### src/rtl/pwm_duty_meter.sv
// pwm_duty_meter
//   Measures the high time and the rise-to-rise period of an asynchronous PWM
//   line, both in clkI cycles, and publishes one result per PWM period.
//   A line that stops toggling produces a timeout result instead. The timeout
//   result carries the stuck level and marks the measurement stale.
//
// Ports
//   clkI     in   1  system clock, rising edge
//   rstnI    in   1  asynchronous active-low reset
//   pwmI     in   1  PWM line, asynchronous to clkI
//   highO    out  W  high time of the last complete period
//   periodO  out  W  rise-to-rise period of the last complete period
//   validO   out  1  one-cycle strobe; highO/periodO/levelO updated this cycle
//   staleO   out  1  1 = no valid measurement since reset or last timeout
//   levelO   out  1  synchronised line level captured at the last timeout
module pwm_duty_meter #(
  parameter int unsigned W = 12
) (
  input  logic         clkI,
  input  logic         rstnI,
  input  logic         pwmI,
  output logic [W-1:0] highO,
  output logic [W-1:0] periodO,
  output logic         validO,
  output logic         staleO,
  output logic         levelO
);

  localparam logic [W-1:0] CNT_MAX = {W{1'b1}};
  localparam logic [W-1:0] CNT_ONE = W'(1);

  typedef enum logic [1:0] {
    ST_SYNC = 2'd0,
    ST_HIGH = 2'd1,
    ST_LOW  = 2'd2
  } state_e;

  // Synchroniser (s1, s2) and edge-detect delay flop (s3)
  logic s1_q, s2_q, s3_q;

  state_e         state_q, state_d;
  logic [W-1:0]   hcnt_q, hcnt_d;
  logic [W-1:0]   pcnt_q, pcnt_d;
  logic [W-1:0]   high_q, high_d;
  logic [W-1:0]   period_q, period_d;
  logic           valid_q, valid_d;
  logic           stale_q, stale_d;
  logic           level_q, level_d;

  logic           rise_c;
  logic           fall_c;
  logic           pcnt_max_c;
  logic           timeout_c;

  assign rise_c     = s2_q & ~s3_q;
  assign fall_c     = ~s2_q & s3_q;
  assign pcnt_max_c = (pcnt_q == CNT_MAX);

  // Input synchroniser and edge-detect delay
  always_ff @(posedge clkI or negedge rstnI) begin
    if (!rstnI) begin
      s1_q <= 1'b0;
      s2_q <= 1'b0;
      s3_q <= 1'b0;
    end else begin
      s1_q <= pwmI;
      s2_q <= s1_q;
      s3_q <= s2_q;
    end
  end

  // State, counters and registered results
  always_ff @(posedge clkI or negedge rstnI) begin
    if (!rstnI) begin
      state_q  <= ST_SYNC;
      hcnt_q   <= '0;
      pcnt_q   <= '0;
      high_q   <= '0;
      period_q <= '0;
      valid_q  <= 1'b0;
      stale_q  <= 1'b1;
      level_q  <= 1'b0;
    end else begin
      state_q  <= state_d;
      hcnt_q   <= hcnt_d;
      pcnt_q   <= pcnt_d;
      high_q   <= high_d;
      period_q <= period_d;
      valid_q  <= valid_d;
      stale_q  <= stale_d;
      level_q  <= level_d;
    end
  end

  // Next-state and result logic. Edges are tested before the MAX compare so a
  // rise landing exactly on pcnt==MAX still yields a normal result.
  always_comb begin
    state_d   = state_q;
    hcnt_d    = hcnt_q;
    pcnt_d    = pcnt_q;
    high_d    = high_q;
    period_d  = period_q;
    valid_d   = 1'b0;
    stale_d   = stale_q;
    level_d   = level_q;
    timeout_c = 1'b0;

    case (state_q)
      // First rise only arms the measurement
      ST_SYNC: begin
        if (rise_c) begin
          state_d = ST_HIGH;
          hcnt_d  = CNT_ONE;
          pcnt_d  = CNT_ONE;
        end else if (pcnt_max_c) begin
          timeout_c = 1'b1;
        end else begin
          pcnt_d = pcnt_q + CNT_ONE;
        end
      end

      ST_HIGH: begin
        if (fall_c) begin
          state_d = ST_LOW;
          // Saturate so a fall exactly at MAX cannot wrap the period counter
          if (!pcnt_max_c) begin
            pcnt_d = pcnt_q + CNT_ONE;
          end
        end else if (pcnt_max_c) begin
          timeout_c = 1'b1;
        end else begin
          hcnt_d = hcnt_q + CNT_ONE;
          pcnt_d = pcnt_q + CNT_ONE;
        end
      end

      // Rise closes the period and immediately opens the next one
      ST_LOW: begin
        if (rise_c) begin
          high_d   = hcnt_q;
          period_d = pcnt_q;
          valid_d  = 1'b1;
          stale_d  = 1'b0;
          hcnt_d   = CNT_ONE;
          pcnt_d   = CNT_ONE;
          state_d  = ST_HIGH;
        end else if (pcnt_max_c) begin
          timeout_c = 1'b1;
        end else begin
          pcnt_d = pcnt_q + CNT_ONE;
        end
      end

      default: begin
        state_d = ST_SYNC;
        hcnt_d  = '0;
        pcnt_d  = '0;
      end
    endcase

    // Stuck line: report the level it is stuck at and re-arm from scratch
    if (timeout_c) begin
      valid_d  = 1'b1;
      period_d = CNT_MAX;
      high_d   = s2_q ? CNT_MAX : '0;
      level_d  = s2_q;
      stale_d  = 1'b1;
      state_d  = ST_SYNC;
      pcnt_d   = '0;
      hcnt_d   = '0;
    end
  end

  assign highO   = high_q;
  assign periodO = period_q;
  assign validO  = valid_q;
  assign staleO  = stale_q;
  assign levelO  = level_q;

endmodule
### config.mk
export PLATFORM = sky130hd
export DESIGN_NAME = pwm_duty_meter
export DESIGN_NICKNAME = d
export VERILOG_FILES = /design/src/rtl/pwm_duty_meter.sv
export SDC_FILE = /design/constraint.sdc
export NUM_CORES = 1
export LEC_CHECK = 0
export ABC_CLOCK_PERIOD_IN_PS = 1900
export CAP_MARGIN = 25
export CORE_ASPECT_RATIO = 2
export CORE_MARGIN = 2
export CORE_UTILIZATION = 35
export CTS_CLUSTER_DIAMETER = 100
export CTS_CLUSTER_SIZE = 25
export DETAILED_ROUTE_END_ITERATION = 6
export HOLD_SLACK_MARGIN = 0.02
export SKIP_CTS_REPAIR_TIMING = 1
export SLEW_MARGIN = 20
export SYNTH_ARGS = -nofsm -noshare
export SYNTH_HDL_FRONTEND = slang
export SYNTH_SLANG_ARGS = --single-unit
### constraint.sdc
create_clock -name clkI -period 1.9 [get_ports clkI]
set_input_delay 0.38 -clock clkI [delete_from_list [all_inputs] [get_ports clkI]]
set_output_delay 0.38 -clock clkI [all_outputs]
set_load 0.05 [all_outputs]
Word level (Yosys, flattened, before mapping)
Cells that the tools add are included.
{ "word_totals": {"regBits": 56, "elab_cells": 61, "output_inout_bits": 27} }
{ "op_classes": {"n_bitwise": 4, "n_addsub": 2, "n_eq_ne": 7, "reduce_logical": 7, "n_mux": 30} }
{ "ops": {"columns": ["cell", "count"], "rows": [
  ["two-way mux 12 bit", 14],
  ["case mux 12 bit (2 select lines)", 2],
  ["adder 12 x 1 -> 12 bit, second input constant", 2],
  ["== test 12 bit, second input constant", 1],
  ["two-way mux 1 bit", 9],
  ["!= test 3 bit, second input constant", 3],
  ["two-way mux 2 bit", 3],
  ["case mux 2 bit (2 select lines)", 1],
  ["AND reduction 2 bit", 2],
  ["nonzero test 2 bit", 2],
  ["!= test 3 x 1 -> 1 bit, second input constant", 1],
  ["AND reduction 3 bit", 1],
  ["bitwise AND 1 bit", 2],
  ["== test 2 x 1 -> 1 bit, second input constant", 1],
  ["== test 2 bit, second input constant", 1],
  ["logical NOT 2 bit", 1],
  ["NOT 1 bit", 2],
  ["case mux 1 bit (2 select lines)", 1],
  ["OR reduction 2 bit", 1]
]} }

Logic depth before layout (Yosys ltp)
Gate-level depths: netlist (run 1).
{ "logic_depth": {"ltp_word": 6, "mapped_depth": 7} }

Worst setup path before layout (run 1)
OpenSTA, ideal clock, no wires.
{ "synth_path": {"kind": "register to register", "start": "register pcnt_q[0]", "end": "register hcnt_q[4]", "required_time_ps": 1776, "slack_ps": -6, "setup_ps": 124, "synth_period_minus_slack_ps": 1906, "path_stages_with_launch": 8, "arrival_ps": 1782, "path_cell_list": "dfrtp_1 > ha_1 > nand3_1 > or3_4 > a32oi_4 > buf_6 > nor4_1 > a211o_1"} }
{ "synth_between": {"elab_chain_len": 6} }
{ "synth_lines": {"columns": ["element", "line_no", "text"], "rows": [
  ["start: declaration", "43", "logic [W-1:0] pcnt_q, pcnt_d;"],
  ["start signal: assignment", "86", "pcnt_q <= pcnt_d;"],
  ["== test 12 bit *", "57", "assign pcnt_max_c = (pcnt_q == CNT_MAX);"],
  ["two-way mux 1 bit", "115, 129, 147", null],
  ["two-way mux 1 bit, on equally long branches", "111, 123", null],
  ["case mux 1 bit (2 select lines)", "108", "case (state_q)"],
  ["!= test 3 bit (no source line) or != test 3 x 1 -> 1 bit (tied branches)", null, null],
  ["AND reduction 3 bit (no source line)", null, null],
  ["end signal: assignment", "85", "hcnt_q <= hcnt_d;"],
  ["end: declaration", "42", "logic [W-1:0] hcnt_q, hcnt_d;"]
]} }
Every way passes the cells marked *; elsewhere a longest branch is shown, timed or not.
A chain may end at the register's enable or synchronous reset.

Worst setup path after layout (run 1)
{ "layout_path": {"start": "register s3_q", "end": "register hcnt_q[8]"} }
{ "layout_between": {"elab_chain_len": 6} }
{ "layout_lines": {"columns": ["element", "line_no", "text"], "rows": [
  ["start: declaration", "39", "logic s1_q, s2_q, s3_q;"],
  ["start signal: assignment", "68", "s3_q <= s2_q;"],
  ["NOT 1 bit", "55", "assign rise_c = s2_q & ~s3_q;"],
  ["bitwise AND 1 bit", "55", null],
  ["two-way mux 1 bit", "111", "if (rise_c) begin"],
  ["case mux 1 bit (2 select lines)", "108", null],
  ["!= test 3 bit (no source line) or != test 3 x 1 -> 1 bit (tied branches)", null, null],
  ["AND reduction 3 bit (no source line)", null, null]
]} }
Several ways; a longest one is shown, not always the timed one.

==> flow_metrics.tcl, run 1 <==
set metrics [dict create \
    outcome "finished, final reports clean" \
    cp_slowest_cell "or4_1" \
    cts.sinks 56 \
    synth-seq-area-share_pct 51.5 \
    layout_common_cells "nand2_1, dfrtp_1, buf_4, nand3_1, nor2_1" \
    clock_tree.root_cell "clkbuf_16" \
    cellPowerDensity_nw_per_um2 1100 \
    layout_commonest_cell "nand2_1" \
    die_w_um 66.4 \
    drt_iter0_drc 130 \
    placed_cell_area_um2 3250 \
    synth_area_per_cell_um2 9.66 \
    fmax_mhz 533 \
    leakage_uw 0.00160 \
    synth.largest_area_cell "dfrtp_1" \
    synth.distinct_cells 50 \
    nFillCells 757 \
    fin_crit_ns 1.88 \
    vias_per_cell 5.27 \
    synth_area_leaders "dfrtp_1, nand2_1, nand3_1, a31oi_1, nor2_1" \
    numCtsBuffers 5 \
    drt_wl_total_um 6620 \
    stdcell_area_um2 3470 \
    clk_latency_ns 0.29 \
    globalRouteOverflowTotal 0 \
    ys.flop_type "dfrtp_1" \
    hold_class "input port to async pin" \
    post-place-ws_ns -0.0505 \
    critPathArrivalTime_ns 2.10 \
    clk_pin_slew_worst_paths_ns 0.07 \
    portBuffers 29 \
    grt_pass1_wl_um 11100 \
    required_ns 2.12 \
    max_stage_delay_ns 0.50 \
    cts-htree-levels 2 \
    placement_rows 45 \
    crit_type "flip-flop to flip-flop" \
    grt_max_degree 57 \
    yosysWarnings 0 \
    skew_ns 0.00863 \
    hold_viol 0 \
    synth_top_area_share_pct 50.5 \
    synthArstFlopShare_pct 100 \
    worst_slack_ns 0.0230 \
    relSlewSlack_pct 66.8 \
    crit_fanout 18 \
    crit_path_cell_trace "and3b_1 > o21bai_4 > a32oi_4 > buf_12 > or4_1 > a21oi_1" \
    globalRouteTotalUtil_pct 17.0 \
    place_congestion 0.761 \
    drive_gt1_share_pct 23.7 \
    antenna_found_initial 0 \
    reg2reg_from "s3_q$_DFF_PN0_" \
    io_pins 30 \
    tightestPinTransition_ns 0.497 \
    clock_path_buffers 2 \
    r2r_end "hcnt_q[8]$_DFFE_PN0P_" \
    ys_seq_elements 56 \
    antenna_left 0 \
    first_global_vias 2278 \
    rr_worst_depth 6 \
    synthCells 282 \
    r2r_slack_ns 0.02 \
    maxCapViolCount 0 \
    ir_drop_v 0.000727 \
    grt_setup_unrepaired "yes" \
    routedWlPerCell_um 15.4 \
    cts_tree "built" \
    syn_area_um2 2720 \
    setup_viol 0 \
    slew_violations 0 \
    antenna_cells 0 \
    syn_to_final_growth_pct 27.5 \
    core-area_um2 7540 \
    dieArea_um2 8550 \
    drc 0 \
    syn_nets 287 \
    dp_hpwl_um 4790 \
    cp-start-kind "flip-flop" \
    drt_pre_antenna_iters 4 \
    die_y_um 129 \
    fin_nets 341 \
    start_util_pct 36.1 \
    synth_edf_count 0 \
    via_count 2271 \
    endpoint_kind "flip-flop" \
    fin_crit_sh_pct 98.8 \
]
## state kept, by name, summed over array words and instances, names as in the netlist, 2 cells and up
signal,cells
periodO,12
hcnt_q,12
state_q,2
highO,12
pcnt_q,12
## power breakdown
group | internal [µW] | total (µW) | switching (µW)
clock | 487 | 893 | 406
combinational | 570 | 1440 | 871
sequential | 1350 | 1490 | 134
total | 2410 | 3820 | 1410
## area by class of cell
class	instances	area, µm²	share of cell area [%]
sequential	56	1400	40.4
inverter	6	22.5	0.648
clock inverter	2	12.5	0.360
tap	94	118	3.39
multi-input combinational	204	1270	36.6
timing repair buffer	63	519	14.9
clock buffer	6	129	3.71
## synth_stat cells (5+ instances only)
cell type / number
nand2_1: 61
a31oi_1: 13
a21oi_1: 11
nand3_1: 21
clkbuf_1: 10
o21ai_0: 6
dfrtp_1: 55
nand4_1: 6
nor2_1: 20
xor2_1: 5
inv_1: 6
## worst max path at each step
stage,cells past startpoint,end,from,slack [ns]
final,6,hcnt_q[8]$_DFFE_PN0P_,s3_q$_DFF_PN0_,0.02
after global routing,6,hcnt_q[11]$_DFFE_PN0P_,state_q[0]$_DFFE_PN0P_,-0.02
after CTS,6,hcnt_q[3]$_DFFE_PN0P_,pcnt_q[1]$_DFF_PN0_,-0.07
after detailed placement,6,hcnt_q[3]$_DFFE_PN0P_,pcnt_q[1]$_DFF_PN0_,-0.05
after global placement,6,hcnt_q[3]$_DFFE_PN0P_,pcnt_q[0]$_DFF_PN0_,0.01
after floorplan,7,hcnt_q[4]$_DFFE_PN0P_,pcnt_q[0]$_DFF_PN0_,0.04
## kinds of logic (layout without fill, tap and decap cells)
family          after synthesis  after routing  synth area share [%]
xor+xnor                      7              7                  2.25
simple gates                140            140                  26.1
compound gates               52             52                  14.3
mux                           2              2                 0.781
flops                        56             56                  51.5
fa+ha+maj                     3              3                  1.29
buf+inv                      22             77                  3.77
## stage by stage
stage | hold WS [ns] | TNS, ns | total power [µW] | cells | utilization (%)
4_1_cts | 0.0965 | -0.271 | 3760 | 429 | 45.0
2_1_floorplan | 0.0844 | 0 | 2350 | 282 | -
3_5_place_dp | 0.336 | -0.151 | 2850 | 421 | 43.1
3_3_place_gp | 0.333 | 0 | 2830 | 421 | 43.1
6_report | 0.0680 | 0 | 3820 | 431 | 46.0
5_1_grt | 0.0981 | -0.108 | 4060 | 431 | 46.0
## routing by layer
layer	vias to the layer above	part of all wire, %	global-route usage, %
met5	-	0	0
met4	0	1.8	7.20
met3	8	2.5	2.80
met2	54	58	30.9
met1	1104	38	18.9
li1	1105	-	-
## worst max-delay path: cells and delay by family, from the launching register on
family	cells	cell delay, ns
buffers and inverters	1	0.17
flip-flops	1	0.42
AND/OR/NAND/NOR	2	0.73
AO/OA/AOI/OAI	3	0.48
Power figures use the tool's default switching activity.
==> run 2, diff against run 1 <==
CELL_PAD_IN_SITES_DETAIL_PLACEMENT = 0   (was not set)
CELL_PAD_IN_SITES_GLOBAL_PLACEMENT = 2   (was not set)
CORE_UTILIZATION = 32   (was 35)
CTS_BUF_LIST = sky130_fd_sc_hd__clkbuf_16   (was not set)
PLACE_DENSITY_LB_ADDON = 0.1   (was not set)
==> flow_metrics.tcl, run 2 (same netlist as run 1, synthesis figures left out) <==
set metrics [dict create \
    reg2reg_from "s3_q$_DFF_PN0_" \
    first_global_vias 2274 \
    fmax_mhz 544 \
    endpoint_kind "flip-flop" \
    fin_crit_ns 1.84 \
    stdcell_area_um2 3590 \
    drc 0 \
    crit_type "flip-flop to flip-flop" \
    maxCapViolCount 0 \
    die_y_um 134 \
    cp_slowest_cell "o21ai_0" \
    grt_max_degree 57 \
    core-area_um2 8290 \
    drt_pre_antenna_iters 4 \
    hold_class "input port to async pin" \
    cp_num_buf_inv 0 \
    numCtsBuffers 5 \
    whs_ns 0.0594 \
    start_util_pct 32.9 \
    portBuffers 29 \
    outcome "finished, final reports clean" \
    placed_cell_area_um2 3280 \
    dieArea_um2 9310 \
    grt_setup_unrepaired "yes" \
    ir_drop_v 0.000413 \
    hold_viol 0 \
    via_count 2261 \
    clk_pin_slew_worst_paths_ns 0.07 \
    drt_wl_total_um 7290 \
    drt_iter0_drc 89 \
    vias_per_cell 5.08 \
    io_pins 30 \
    antenna_found_initial 0 \
    skew_ns 0.00273 \
    cp-start-kind "flip-flop" \
    crit_fanout 8 \
    cts-htree-levels 2 \
    layout_common_cells "nand2_1, buf_4, dfrtp_1, nand3_1, nor2_1" \
    leakage_uw 0.00167 \
    syn_to_final_growth_pct 31.7 \
    startpoint "s3_q$_DFF_PN0_" \
    clock_tree.root_cell "clkbuf_16" \
    antenna_left 0 \
    placement_rows 47 \
    cellPowerDensity_nw_per_um2 1070 \
    globalRouteTotalUtil_pct 16.2 \
    critPathArrivalTime_ns 2.02 \
    max_stage_delay_ns 0.47 \
    globalRouteOverflowTotal 0 \
    clock_path_buffers 2 \
    antenna_cells 0 \
    path_delay_family "compound AO/OA/AOI/OAI gates" \
    fin_nets 351 \
    routedWlPerCell_um 16.4 \
    required_ns 2.09 \
    crit_path_cell_trace "and2b_1 > o21ai_0 > a211o_4 > o22ai_1 > a22o_1" \
    setup_viol 0 \
    drive_gt1_share_pct 27.1 \
    place_congestion 0.826 \
    fin_crit_sh_pct 96.8 \
    grt_pass1_wl_um 11800 \
    cts_tree "built" \
    clk_latency_ns 0.29 \
    die_w_um 69.2 \
    slew_violations 0 \
    tightestPinTransition_ns 0.540 \
    cts.sinks 56 \
    relSlewSlack_pct 63.6 \
    p_total_uw 3860 \
    dp_hpwl_um 5260 \
]
run 2: worst register-to-register path, delay by kind of cell, from the launching register on:
family,cells,cell delay (ns)
and+or+nand+nor,1,0.24
AOI/OAI and AO/OA,4,1.08
DFF,1,0.40
run 2: through the flow:
step / setup TNS [ns] / setup WS (ns) / instances / util (%)
after floorplan: 0 / 0.0381 / 282 / -
after global placement: 0 / 0.0238 / 429 / 39.6
after detailed placement: -0.0481 / -0.0255 / 429 / 39.6
after CTS: -0.0985 / -0.0398 / 437 / 41.3
after global routing: -0.122 / -0.0327 / 445 / 43.3
final: 0 / 0.0601 / 445 / 43.3
run 2: area by class of cell:
| cell class | count | area [µm²] |
|---|---|---|
| multi-input cells | 204 | 1310 |
| inverters | 6 | 22.5 |
| well taps | 98 | 123 |
| repair buffers | 73 | 597 |
| clock inverters | 3 | 11.3 |
| clock buffers | 5 | 125 |
| fillers | 845 | 4700 |
| flip-flops and latches | 56 | 1400 |
run 2: worst paths after layout:
check | slack, ns | endpoint | cells past startpoint
min in group clkI | 0.36 | s2_q$_DFF_PN0_ | 0
max reg2reg | 0.06 | hcnt_q[7]$_DFFE_PN0P_ | 5
min reg2reg | 0.36 | s2_q$_DFF_PN0_ | 0
max in group asynchronous | 1.51 | staleO$_DFFE_PN1P_ | 2
min | 0.06 | highO[0]$_DFFE_PN0P_ | 2
max | 0.06 | hcnt_q[7]$_DFFE_PN0P_ | 5
run 2: per-layer routing:
layer  wire [µm]  part of all wire, %  GRT usage [%]
met1        2750                   38           16.7
met2        4190                   57           31.6
met3         132                  1.8           2.31
met4         216                  3.0           7.19
met5           0                    0              0
run 2: where the power goes:
part / internal, µW / leakage, µW / switching [µW]
Combinational: 595 / 0.000838 / 899
Clock: 476 / 0.0000738 / 414
Sequential: 1350 / 0.000755 / 118
==> run 3, diff against run 2 <==
CORE_UTILIZATION = 30   (was 32)
GPL_ROUTABILITY_DRIVEN = 0   (was not set)
==> flow_metrics.tcl, run 3 (same netlist as run 1, synthesis figures left out) <==
set metrics [dict create \
    outcome "finished, final reports clean" \
    drt_wl_total_um 7320 \
    fmax_mhz 539 \
    grt_pass1_wl_um 12100 \
    fin_crit_sh_pct 97.7 \
    layout_commonest_cell "nand2_1" \
    nFillCells 918 \
    core-area_um2 8890 \
    layout_common_cells "nand2_1, buf_4, dfrtp_1, nand3_1, nor2_1" \
    leakage_uw 0.00165 \
    final.setup.tns_ns 0 \
    ir_drop_v 0.000519 \
    cts-htree-levels 2 \
    hold_viol 0 \
    endpoint_kind "flip-flop" \
    cts_tree "built" \
    post-place-ws_ns -0.0510 \
    skew_ns 0.00590 \
    drt_iter0_drc 95 \
    clock_path_buffers 2 \
    cts.sinks 56 \
    clock_tree.root_cell "clkbuf_16" \
    required_ns 2.13 \
    portBuffers 29 \
    crit_fanout 11 \
    crit_type "flip-flop to flip-flop" \
    layout.cells.non_filler 446 \
    clk_latency_ns 0.29 \
    clk_pin_slew_worst_paths_ns 0.07 \
    globalRouteOverflowTotal 0 \
    cp-start-kind "flip-flop" \
    die_w_um 71.4 \
    dpl.cell_count 435 \
    io_pins 30 \
    worst_slack_ns 0.0433 \
    hold_class "input port to async pin" \
    drc 0 \
    cellPowerDensity_nw_per_um2 1120 \
    slew_violations 0 \
    setup_viol 0 \
    relSlewSlack_pct 66.8 \
    drt_pre_antenna_iters 4 \
    first_global_vias 2310 \
    dp_hpwl_um 5400 \
    whs_ns 0.0741 \
    maxCapViolCount 0 \
    antenna_cells 0 \
    drive_gt1_share_pct 25.3 \
    antenna_left 0 \
    routedWlPerCell_um 16.4 \
    globalRouteTotalUtil_pct 15.7 \
    via_count 2310 \
    antenna_found_initial 0 \
    dieArea_um2 9900 \
    numCtsBuffers 5 \
    critPathArrivalTime_ns 2.08 \
    die_y_um 139 \
    start_util_pct 30.6 \
    syn_to_final_growth_pct 29.6 \
    fin_crit_ns 1.86 \
    grt_max_degree 57 \
    p_total_uw 3960 \
    fin_nets 348 \
    tightestPinTransition_ns 0.496 \
    vias_per_cell 5.18 \
    placement_rows 49 \
]
## run 3: changes by cell type in the layout (fill, tap and decap cells not counted), moves of 2 or more
cell | previous run | this run
nand3_4 | 2 | 0
buf_4 | 61 | 58
nand3_2 | 0 | 2
inv_1 | 8 | 6
## run 3: where the power goes
part | leakage (µW) | internal [µW] | total [µW] | switching (µW)
combinational | 0.000818 | 575 | 1460 | 887
clock | 0.0000789 | 614 | 1040 | 426
sequential | 0.000755 | 1350 | 1460 | 107
## run 3: area by class of cell
class	instances	area (µm²)	area share [%]
clock inverters	3	37.5	1.06
multi-input cells	204	1240	35.1
inverters	6	22.5	0.638
repair buffers	70	574	16.3
flip-flops and latches	56	1400	39.7
well taps	102	128	3.62
clock buffers	5	125	3.54
## run 3: final timing paths
path                                         from               endpoint  slack (ns)  cells after the start
setup / recovery           state_q[0]$_DFFE_PN0P_  hcnt_q[8]$_DFFE_PN0P_        0.04                      6
hold / removal                              rstnI   highO[1]$_DFFE_PN0P_        0.07                      2
setup reg to reg           state_q[0]$_DFFE_PN0P_  hcnt_q[8]$_DFFE_PN0P_        0.04                      6
hold reg to reg                    s1_q$_DFF_PN0_         s2_q$_DFF_PN0_        0.35                      0
max in group asynchronous                   rstnI     staleO$_DFFE_PN1P_        1.50                      2
min in group clkI                  s1_q$_DFF_PN0_         s2_q$_DFF_PN0_        0.35                      0
## run 3: worst max-delay path, stage by stage (launching register included)
cell,delay [ns]
dfrtp_1,0.41
and3b_1,0.21
o21bai_4,0.19
a32oi_4,0.16
buf_6,0.17
or4_1,0.52
a21oi_2,0.13
## run 3: metal layers
| layer | routed length, µm | GRT usage [%] | vias to the layer above |
|---|---|---|---|
| met5 | 0 | 0 | - |
| met4 | 187 | 6.26 | 0 |
| met3 | 187 | 1.74 | 12 |
| met2 | 4200 | 29.7 | 46 |
| met1 | 2750 | 16.9 | 1131 |
| li1 | - | - | 1121 |
## run 3: stage by stage
step	cell area [µm²]	utilization, %
3_5_place_dp	3300	37.2
3_3_place_gp	3300	37.2
2_1_floorplan	2730	-
5_1_grt	3530	39.7
6_report	3530	39.7
4_1_cts	3470	39.0
